File: src/rtl/inst_fetch_pkg.sv
// Shared types for the NECPU instruction fetch stage.
// Build option: IFETCH_ZERO_HALT_EN (see inst_fetch.sv).
package inst_fetch_pkg;
  localparam int          DEFAULT_ADDR_W   = 32;
  localparam logic [31:0] DEFAULT_RESET_PC = 32'd0;

  typedef logic [31:0]               inst_t;
  typedef logic [DEFAULT_ADDR_W-1:0] pc_t;

  typedef struct packed {
    pc_t   pc;
    inst_t inst;
  } fetch_entry_t;
endpackage

File: src/rtl/inst_fetch_queue.sv
// In-order fetch queue: DEPTH-entry synchronous FIFO of fetch_entry_t with flush.
// Flush wins over push and pop in the same cycle.
module fetch_queue
  import inst_fetch_pkg::*;
#(
  parameter  int DEPTH = 2,
  localparam int PTR_W = (DEPTH > 1) ? $clog2(DEPTH) : 1,
  localparam int CNT_W = $clog2(DEPTH + 1)
) (
  input  logic               clk,
  input  logic               rst,
  input  logic               push,
  input  logic               pop,
  input  logic               flush,
  input  fetch_entry_t       din,
  output fetch_entry_t       head,
  output logic [CNT_W-1:0]   count,
  output logic               full,
  output logic               empty
);

  fetch_entry_t     mem [DEPTH];
  logic [PTR_W-1:0] wr_ptr;
  logic [PTR_W-1:0] rd_ptr;
  logic             do_push;
  logic             do_pop;

  function automatic logic [PTR_W-1:0] ptr_inc(input logic [PTR_W-1:0] p);
    return (p == PTR_W'(DEPTH - 1)) ? '0 : p + 1'b1;
  endfunction

  assign full    = (count == CNT_W'(DEPTH));
  assign empty   = (count == '0);
  assign do_push = push & (~full | pop);
  assign do_pop  = pop & ~empty;
  assign head    = mem[rd_ptr];

  always_ff @(posedge clk or posedge rst) begin
    if (rst) begin
      wr_ptr <= '0;
      rd_ptr <= '0;
      count  <= '0;
      for (int i = 0; i < DEPTH; i++) mem[i] <= '0;
    end else if (flush) begin
      wr_ptr <= '0;
      rd_ptr <= '0;
      count  <= '0;
    end else begin
      if (do_push) begin
        mem[wr_ptr] <= din;
        wr_ptr      <= ptr_inc(wr_ptr);
      end
      if (do_pop) rd_ptr <= ptr_inc(rd_ptr);
      if (do_push && !do_pop)      count <= count + CNT_W'(1);
      else if (!do_push && do_pop) count <= count - CNT_W'(1);
    end
  end

endmodule

File: src/rtl/inst_fetch.sv
// NECPU instruction fetch: PC register, ROM address, in-order queue to decode.
// Build option: IFETCH_ZERO_HALT_EN stops fetching after a fetched all-zero word.
module inst_fetch
  import inst_fetch_pkg::*;
#(
  parameter int                ADDR_W   = DEFAULT_ADDR_W,
  parameter logic [ADDR_W-1:0] RESET_PC = ADDR_W'(DEFAULT_RESET_PC),
  parameter int                DEPTH    = 2
) (
  input  logic              clk,
  input  logic              rst,
  output logic [ADDR_W-1:0] imem_addr,
  input  logic [31:0]       imem_inst,
  input  logic              redirect_valid,
  input  logic [ADDR_W-1:0] redirect_pc,
  output logic              inst_valid,
  input  logic              inst_ready,
  output logic [31:0]       inst_out,
  output logic [ADDR_W-1:0] inst_pc,
  output logic              fetch_halted
);

  localparam int CNT_W = $clog2(DEPTH + 1);

  // Decode handshake: an entry transfers when inst_valid and inst_ready are
  // both high at a rising edge; a redirect in that cycle discards the transfer.
  logic              pc_en;
  logic [ADDR_W-1:0] pc;
  logic              pop;
  logic              push;
  logic              halted;
  logic              q_full;
  logic              q_empty;
  logic [CNT_W-1:0]  unused_q_count;
  fetch_entry_t      q_din;
  fetch_entry_t      q_head;

  assign pop        = inst_valid & inst_ready;
  assign pc_en      = ~redirect_valid & ~halted;
  assign push       = pc_en & (~q_full | pop);
  assign imem_addr  = pc;
  assign inst_valid = ~q_empty;
  assign inst_out   = q_head.inst;
  assign inst_pc    = ADDR_W'(q_head.pc);
  assign q_din      = '{pc: pc_t'(pc), inst: imem_inst};

  always_ff @(posedge clk or posedge rst) begin
    if (rst)                 pc <= RESET_PC;
    else if (redirect_valid) pc <= redirect_pc;
    else if (push)           pc <= pc + 1'b1;
  end

`ifdef IFETCH_ZERO_HALT_EN
  // The ROM returns zero past its end, so a zero word marks the end of program.
  always_ff @(posedge clk or posedge rst) begin
    if (rst)                             halted <= 1'b0;
    else if (redirect_valid)             halted <= 1'b0;
    else if (push && imem_inst == 32'd0) halted <= 1'b1;
  end
  assign fetch_halted = halted;
`else
  assign halted       = 1'b0;
  assign fetch_halted = 1'b0;
`endif

  fetch_queue #(.DEPTH(DEPTH)) u_queue (
    .clk   (clk),
    .rst   (rst),
    .push  (push),
    .pop   (pop),
    .flush (redirect_valid),
    .din   (q_din),
    .head  (q_head),
    .count (unused_q_count),
    .full  (q_full),
    .empty (q_empty)
  );

endmodule

File: config.mk
export PLATFORM = sky130hd
export DESIGN_NAME = inst_fetch
export DESIGN_NICKNAME = d
export VERILOG_FILES = /design/src/rtl/inst_fetch_pkg.sv /design/src/rtl/inst_fetch_queue.sv /design/src/rtl/inst_fetch.sv
export SDC_FILE = /design/constraint.sdc
export NUM_CORES = 1
export LEC_CHECK = 0
export ABC_AREA = 1
export CAP_MARGIN = 25
export CORE_MARGIN = 3
export CORE_UTILIZATION = 30
export CTS_CLUSTER_SIZE = 25
export DETAILED_ROUTE_END_ITERATION = 8
export GPL_ROUTABILITY_DRIVEN = 0
export PLACE_DENSITY = 0.5
export SYNTH_ARGS = -nofsm -noshare
export SYNTH_HDL_FRONTEND = slang
export SYNTH_HIERARCHICAL = 1
export SYNTH_SLANG_ARGS = --single-unit
File: constraint.sdc
create_clock -name clk -period 4.3 [get_ports clk]
set_input_delay 0.43 -clock clk [delete_from_list [all_inputs] [get_ports clk]]
set_output_delay 0.43 -clock clk [all_outputs]
set_load 0.1 [all_outputs]
==> results of run 1 <==
[area by class of cell]
cell class                 instances  area share (%)
clock buffer                      20           3.942
tap                              378           4.269
timing repair buffer             176           15.09
clock inverter                    12           1.841
inverter                         109           3.738
multi-input combinational        774           34.06
sequential                       164           37.06
[routing by layer]
metal,global-route usage (%),routed length (microns),up-vias
met5,0,0,-
met4,4.355,396,0
met3,3.204,1439,27
met2,23.85,10350,196
met1,23.30,12080,3357
li1,-,-,3706
[cells by family (layout without fill, tap and decap cells)]
family,Yosys count,after routing
AOI/OAI and AO/OA,162,162
xor gates and xnor gates,5,5
adders and majority gates,1,1
buffers and inverters,160,317
DFF,164,164
other,1,1
and+or+nand+nor,605,605
[synthesized netlist by cell type (all sizes together)]
library cell | instances | share of area [%]
xor2 | 4 | 0.40
nor2 | 59 | 4.0
dfrtp | 164 | 47
a22o | 1 | 0.10
o21bai | 2 | 0.17
nand4 | 1 | 0.072
a31oi | 2 | 0.14
inv | 109 | 4.7
nor4 | 1 | 0.072
clkbuf | 16 | 0.74
ha | 1 | 0.14
o211ai | 3 | 0.26
buf | 35 | 3.9
o21a | 1 | 0.087
nor3 | 4 | 0.23
conb | 1 | 0.043
a211oi | 1 | 0.087
o21ai | 145 | 12
and2 | 1 | 0.072
xnor2 | 1 | 0.10
a21oi | 7 | 0.40
nand3 | 51 | 3.2
nand3b | 2 | 0.17
nand2 | 486 | 22
[worst paths after layout]
path,startpoint,to,slack [ns],depth (start not counted)
worst max-delay path,u_queue/rd_ptr$_DFFE_PP0P_,inst_out[12],0.82,4
worst min-delay path,u_queue/mem[13]$_DFFE_PP0P_,u_queue/mem[13]$_DFFE_PP0P_,0.48,2
worst max register to register,u_queue/count[1]$_DFFE_PP0P_,u_queue/mem[5]$_DFFE_PP0P_,1.51,14
worst min register to register,u_queue/mem[13]$_DFFE_PP0P_,u_queue/mem[13]$_DFFE_PP0P_,0.48,2
max in group asynchronous,rst,u_queue/mem[94]$_DFFE_PP0P_,2.85,3
min in group asynchronous,rst,imem_addr[0]$_DFFE_PP0P_,0.54,3
[cell usage in the layout, fill, tap and decap left out, drive strengths merged, types with 2 or more instances in the layout]
master,instances
xor2,4
nor3,4
clkbuf,20
a21oi,7
bufinv,5
o21ai,145
clkdlybuf4s50,127
nand3b,2
nor2,59
nand2,486
nand3,51
a31oi,2
clkinv,4
clkinvlp,3
dfrtp,164
buf,49
o211ai,3
inv,109
o21bai,2
[power by group]
group          switching, mW  internal, mW  leakage, nW
logic                   4.11          1.22         3.06
clock network          0.645          1.03        0.301
registers              0.452          2.18         2.04
[worst max-delay path: cells and delay by family, from the launching register on]
family | cells | cell delay, ns
buffers and inverters | 2 | 1.64
flip-flops | 1 | 0.78
AND/OR/NAND/NOR | 2 | 0.20
[through the flow]
step	util, %	hold slack (ns)	total power [mW]	setup WS, ns
2_1_floorplan	-	0.4534	6.882	0.3440
3_3_place_gp	37.01	0.4633	7.993	1.284
3_5_place_dp	37.01	0.4667	8.028	1.237
4_1_cts	39.28	0.4839	9.747	0.7654
5_1_grt	39.34	0.5003	10.18	0.6177
6_report	39.34	0.4794	9.645	0.8184
[sequential cells by signal, summed over array words and instances, names as in the netlist]
signal and count:
u_queue/count 2, imem_addr 32, u_queue/mem 128, u_queue/rd_ptr 1, u_queue/wr_ptr 1
==> results.cfg, run 1 <==
[run_status]
status = complete, no violations

[clock_network]
cts_hold_buf = 0
cts_repair_resize_count = 0
clk_latency_ns = 0.42
clock_tree_from_tritoncts = built
clkSlewWorstSetupHoldPaths_ns = 0.06
clock_sinks = 164
cts_max_path_buffers = 2
post-cts-setup-buffers = 0
tritoncts.num_buffers = 17
clock_root_buffer = sky130_fd_sc_hd__clkbuf_16
cts-htree-levels = 4

[cells_and_area]
nFillCells = 2928
antenna-diode-count = 0
layout-area-overhead-vs-synth_pct = 27.62
area_taken_by_multi_input_logic_gates_sq_um = 3774
finish.cell_count_without_fillers = 1633
nets = 1311
layout-drive-gt1-share_pct = 16.57
post-route-cell-area_sq_um = 11080
ff_latch_area_sq_um = 4105

[floorplanning]
ios = 166
initial_core_util_pct = 30.82
core-area_sq_um = 28160
placementRows = 61
floorplan.die_area_sq_um = 31010
die_height_microns = 176.1
die_w_microns = 176.1

[global_routing]
grt_pass1_vias = 7121
groute.usage.overall_pct = 15.90
grt_start_max_net_pins = 97
grt_overflow_total = 0
grt_antenna_before_repair = 0
grt_pass1_wl_microns = 39160

[setup_path]
critical-path-top-cell-by-count = sky130_fd_sc_hd__nand2_1
critical_path_required_ns = 3.87
worst_ep_arrival_time_ns = 3.05
crit_path_end_kind = output port
cell_by_cell_trace_of_the_critical_path = buf_4 -> nand2_1 -> nand2_1 -> clkdlybuf4s50_1
critical_path_class = reg -> out
start_kind = register
critical-path-max-stage-delay_ns = 1.12
timing.critical_path.slowest_stage_cell = sky130_fd_sc_hd__clkdlybuf4s50_1
path_max_fanout = 36

[place]
dp.final_hpwl_microns = 16740
numPlacedInstances = 1600
io_buffers = 164
place_area_sq_um = 10420

[routing]
ant_nets = 0
initialDrtViolationCount = 596
detail_route.wl_per_cell_microns = 14.86
postRouteWirelength_microns = 24260
drcViolationCount = 0
detail_route.first_pass.iterations = 7
num_vias = 7286
drt-vias-per-instance = 4.462

[timing]
rsz_0062_raised_after_global_routing = false
finalHoldViolCount = 0
setup_violations = 0
final.setup.tns_ns = 0
tightestPinTransition_ns = 1.040
timing.final.max_slew_violations = 0
fin_crit_ns = 3.482
fin_skew_ns = 0.01128
max_slew_margin_pct = 30.46
layout_worst_path_cycle_share_pct = 80.97
max_freq_mhz = 287.2

[synthesis]
synthesis.area_sq_um = 8681
synth-compound-area-share_pct = 13.16
synthesis.area_per_instance_sq_um = 7.906
synth_top_family_by_area = simple AND/OR/NAND/NOR gates
synth_adder_area_share_pct = 0.1441
synth_fp_nets = 1167
post_synth_and_or_nand_nor_area_fraction_pct = 29.48
post_synth_xor_area_fraction_pct = 0.5045
synth.mux.area_fraction_pct = 0
post_synth_inst_count = 1098
postSynthRegisterBits = 164
ys_types = 38
seq_area_frac_synth_pct = 47.28
yosysWarnings = 6

[pwr]
leakage_nw = 5.402
vdd_drop_max_v = 0.0004343
power.density_nw_per_um2 = 870.7

[hold_path]
worstHoldPathType = reg -> reg

[job]
maxcap_viol_count = 0
No activity file was read; power rests on OpenSTA's default activity.
==> inputs of run 2 (changes only) <==
PLACE_DENSITY = 0.52   (was 0.5)
clock period = 3.15 ns   (was 4.3 ns; I/O delays follow)
==> results.cfg, run 2 (same netlist as run 1, synthesis figures left out) <==
[routing]
ant_nets = 0
drcViolationCount = 0
postRouteWirelength_microns = 24150
num_vias = 7277
initialDrtViolationCount = 484
drt-vias-per-instance = 4.453
detail_route.wl_per_cell_microns = 14.78
detail_route.first_pass.iterations = 5

[clock_network]
clock_sinks = 164
cts_max_path_buffers = 2
clk_latency_ns = 0.42
cts-htree-levels = 4
tritoncts.num_buffers = 17
post-cts-setup-buffers = 0
clock_root_buffer = sky130_fd_sc_hd__clkbuf_16
cts_repair_resize_count = 0
clkSlewWorstSetupHoldPaths_ns = 0.07
cts_hold_buf = 0
clock_tree_from_tritoncts = built

[floorplanning]
initial_core_util_pct = 30.82
floorplan.die_area_sq_um = 31010
die_height_microns = 176.1
core-area_sq_um = 28160
ios = 166
die_w_microns = 176.1
placementRows = 61

[pwr]
netSwitchingPower_mw = 7.264
p_int_mw = 6.260
power_frac_comb_pct = 58.8
vdd_drop_max_v = 0.0004776
power.share.switching_pct = 53.71
clockPowerShare_pct = 14.9
relative_contribution_of_sequential_cells_to_total_power_pct = 26.3
power.density_nw_per_um2 = 1198
leakage_nw = 5.593

[setup_path]
path_max_fanout = 36
start_kind = register
cpLargestDelayFamily = simple AND/OR/NAND/NOR gates
critical_path_required_ns = 3.45
timing.critical_path.slowest_stage_cell = sky130_fd_sc_hd__buf_4
crit_path_end_kind = register
crit_path_start = u_queue/count[1]$_DFFE_PP0P_
crit-reg2reg-launch = u_queue/count[1]$_DFFE_PP0P_
worst_setup_path_endpoint = u_queue/mem[56]$_DFFE_PP0P_
timing.rr.end = u_queue/mem[56]$_DFFE_PP0P_
worst_ep_arrival_time_ns = 2.97
critical_path_class = reg -> reg
depth_of_the_most_critical_reg_to_reg_path = 14
critical-path-max-stage-delay_ns = 0.43
cell_by_cell_trace_of_the_critical_path = inv_1 -> nand2_1 -> inv_1 -> inv_1 -> nand2_1 -> nand2_2 -> nand2_2 -> inv_2 -> nand2_1 -> inv_2 -> nand3_4 -> buf_4 -> nand2_1 -> o21ai_2
ff2ff_setup_slack_ns = 0.48
cp_num_buf_inv = 6
cp.depth = 14
critical-path-top-cell-by-count = sky130_fd_sc_hd__nand2_1

[cells_and_area]
layout-area-overhead-vs-synth_pct = 30.07
final_common_cell = sky130_fd_sc_hd__nand2_1
antenna-diode-count = 0
nets = 1312
biggest_register = u_queue/mem
layout-drive-gt1-share_pct = 21.58
post-route-cell-area_sq_um = 11290
most-common-layout-cells = sky130_fd_sc_hd__nand2_1 (470), sky130_fd_sc_hd__dfrtp_1 (163), sky130_fd_sc_hd__inv_1 (101)
largest_reg_flops = 128

[timing]
timing.final.max_slew_violations = 0
layout_worst_path_cycle_share_pct = 84.69
fin_skew_ns = 0.01193
max_freq_mhz = 374.8
setup_violations = 0
tightestPinTransition_ns = 0.9759
finalHoldViolCount = 0
final.setup.tns_ns = 0
fin_crit_ns = 2.668
rsz_0062_raised_after_global_routing = false
postLayoutSetupSlackWorst_ns = 0.4821
max_slew_margin_pct = 34.73

[hold_path]
worstHoldPathType = in -> async

[global_routing]
grt_antenna_before_repair = 0
groute.usage.overall_pct = 15.91
grt_overflow_total = 0
grt_pass1_wl_microns = 39190
grt_pass1_vias = 7012
grt_start_max_net_pins = 133

[place]
dp.final_hpwl_microns = 16510
place_area_sq_um = 10730
post-place-ws_ns = 0.4162
io_buffers = 164

[run_status]
status = complete, no violations

[job]
maxcap_viol_count = 0
==> run 2: how the worst min path moves through the flow <==
stage / from / to / slack, ns
3_3_place_gp: u_queue/mem[93]$_DFFE_PP0P_ / u_queue/mem[93]$_DFFE_PP0P_ / 0.46
3_5_place_dp: u_queue/mem[114]$_DFFE_PP0P_ / u_queue/mem[114]$_DFFE_PP0P_ / 0.47
2_1_floorplan: rst / imem_addr[0]$_DFFE_PP0P_ / 0.43
5_1_grt: rst / imem_addr[1]$_DFFE_PP0P_ / 0.39
4_1_cts: rst / imem_addr[1]$_DFFE_PP0P_ / 0.35
6_report: rst / imem_addr[1]$_DFFE_PP0P_ / 0.34
==> run 2: layout make-up <==
| cell class | instances | area (sq um) |
|---|---|---|
| Clock inverter | 14 | 125.1 |
| Timing Repair Buffer | 177 | 1962 |
| Clock buffer | 18 | 439.2 |
| Fill cell | 2887 | 16870 |
| Sequential cell | 164 | 4105 |
| Tap cell | 378 | 473.0 |
| Multi-Input combinational cell | 774 | 3774 |
| Inverter | 109 | 412.9 |
==> run 2: power groups by stage <==
stage          Combinational, mW  Clock (mW)  Sequential, mW
3_5_place_dp                8.02           0            3.59
5_1_grt                     8.39        2.17            3.68
6_report                    7.95        2.02            3.56
4_1_cts                     8.03        2.09            3.56
2_1_floorplan               5.44           0            3.95
3_3_place_gp                7.96           0            3.58
==> run 2: routing by layer <==
metal | routed length (microns) | global-route usage, % | vias to the layer above
li1 | - | - | 3723
met2 | 10560 | 23.81 | 165
met3 | 1156 | 3.075 | 13
met4 | 274 | 3.629 | 0
met1 | 12160 | 23.77 | 3376
met5 | 0 | 0 | -
==> run 2: through the flow <==
stage / total power, mW / hold WS, ns / cells / util, %
6_report: 13.52 / 0.3428 / 1634 / 40.09
5_1_grt: 14.24 / 0.3901 / 1634 / 40.09
4_1_cts: 13.68 / 0.3489 / 1634 / 40.09
3_5_place_dp: 11.61 / 0.4673 / 1602 / 38.09
3_3_place_gp: 11.54 / 0.4642 / 1602 / 38.09
2_1_floorplan: 9.396 / 0.4312 / 1098 / -
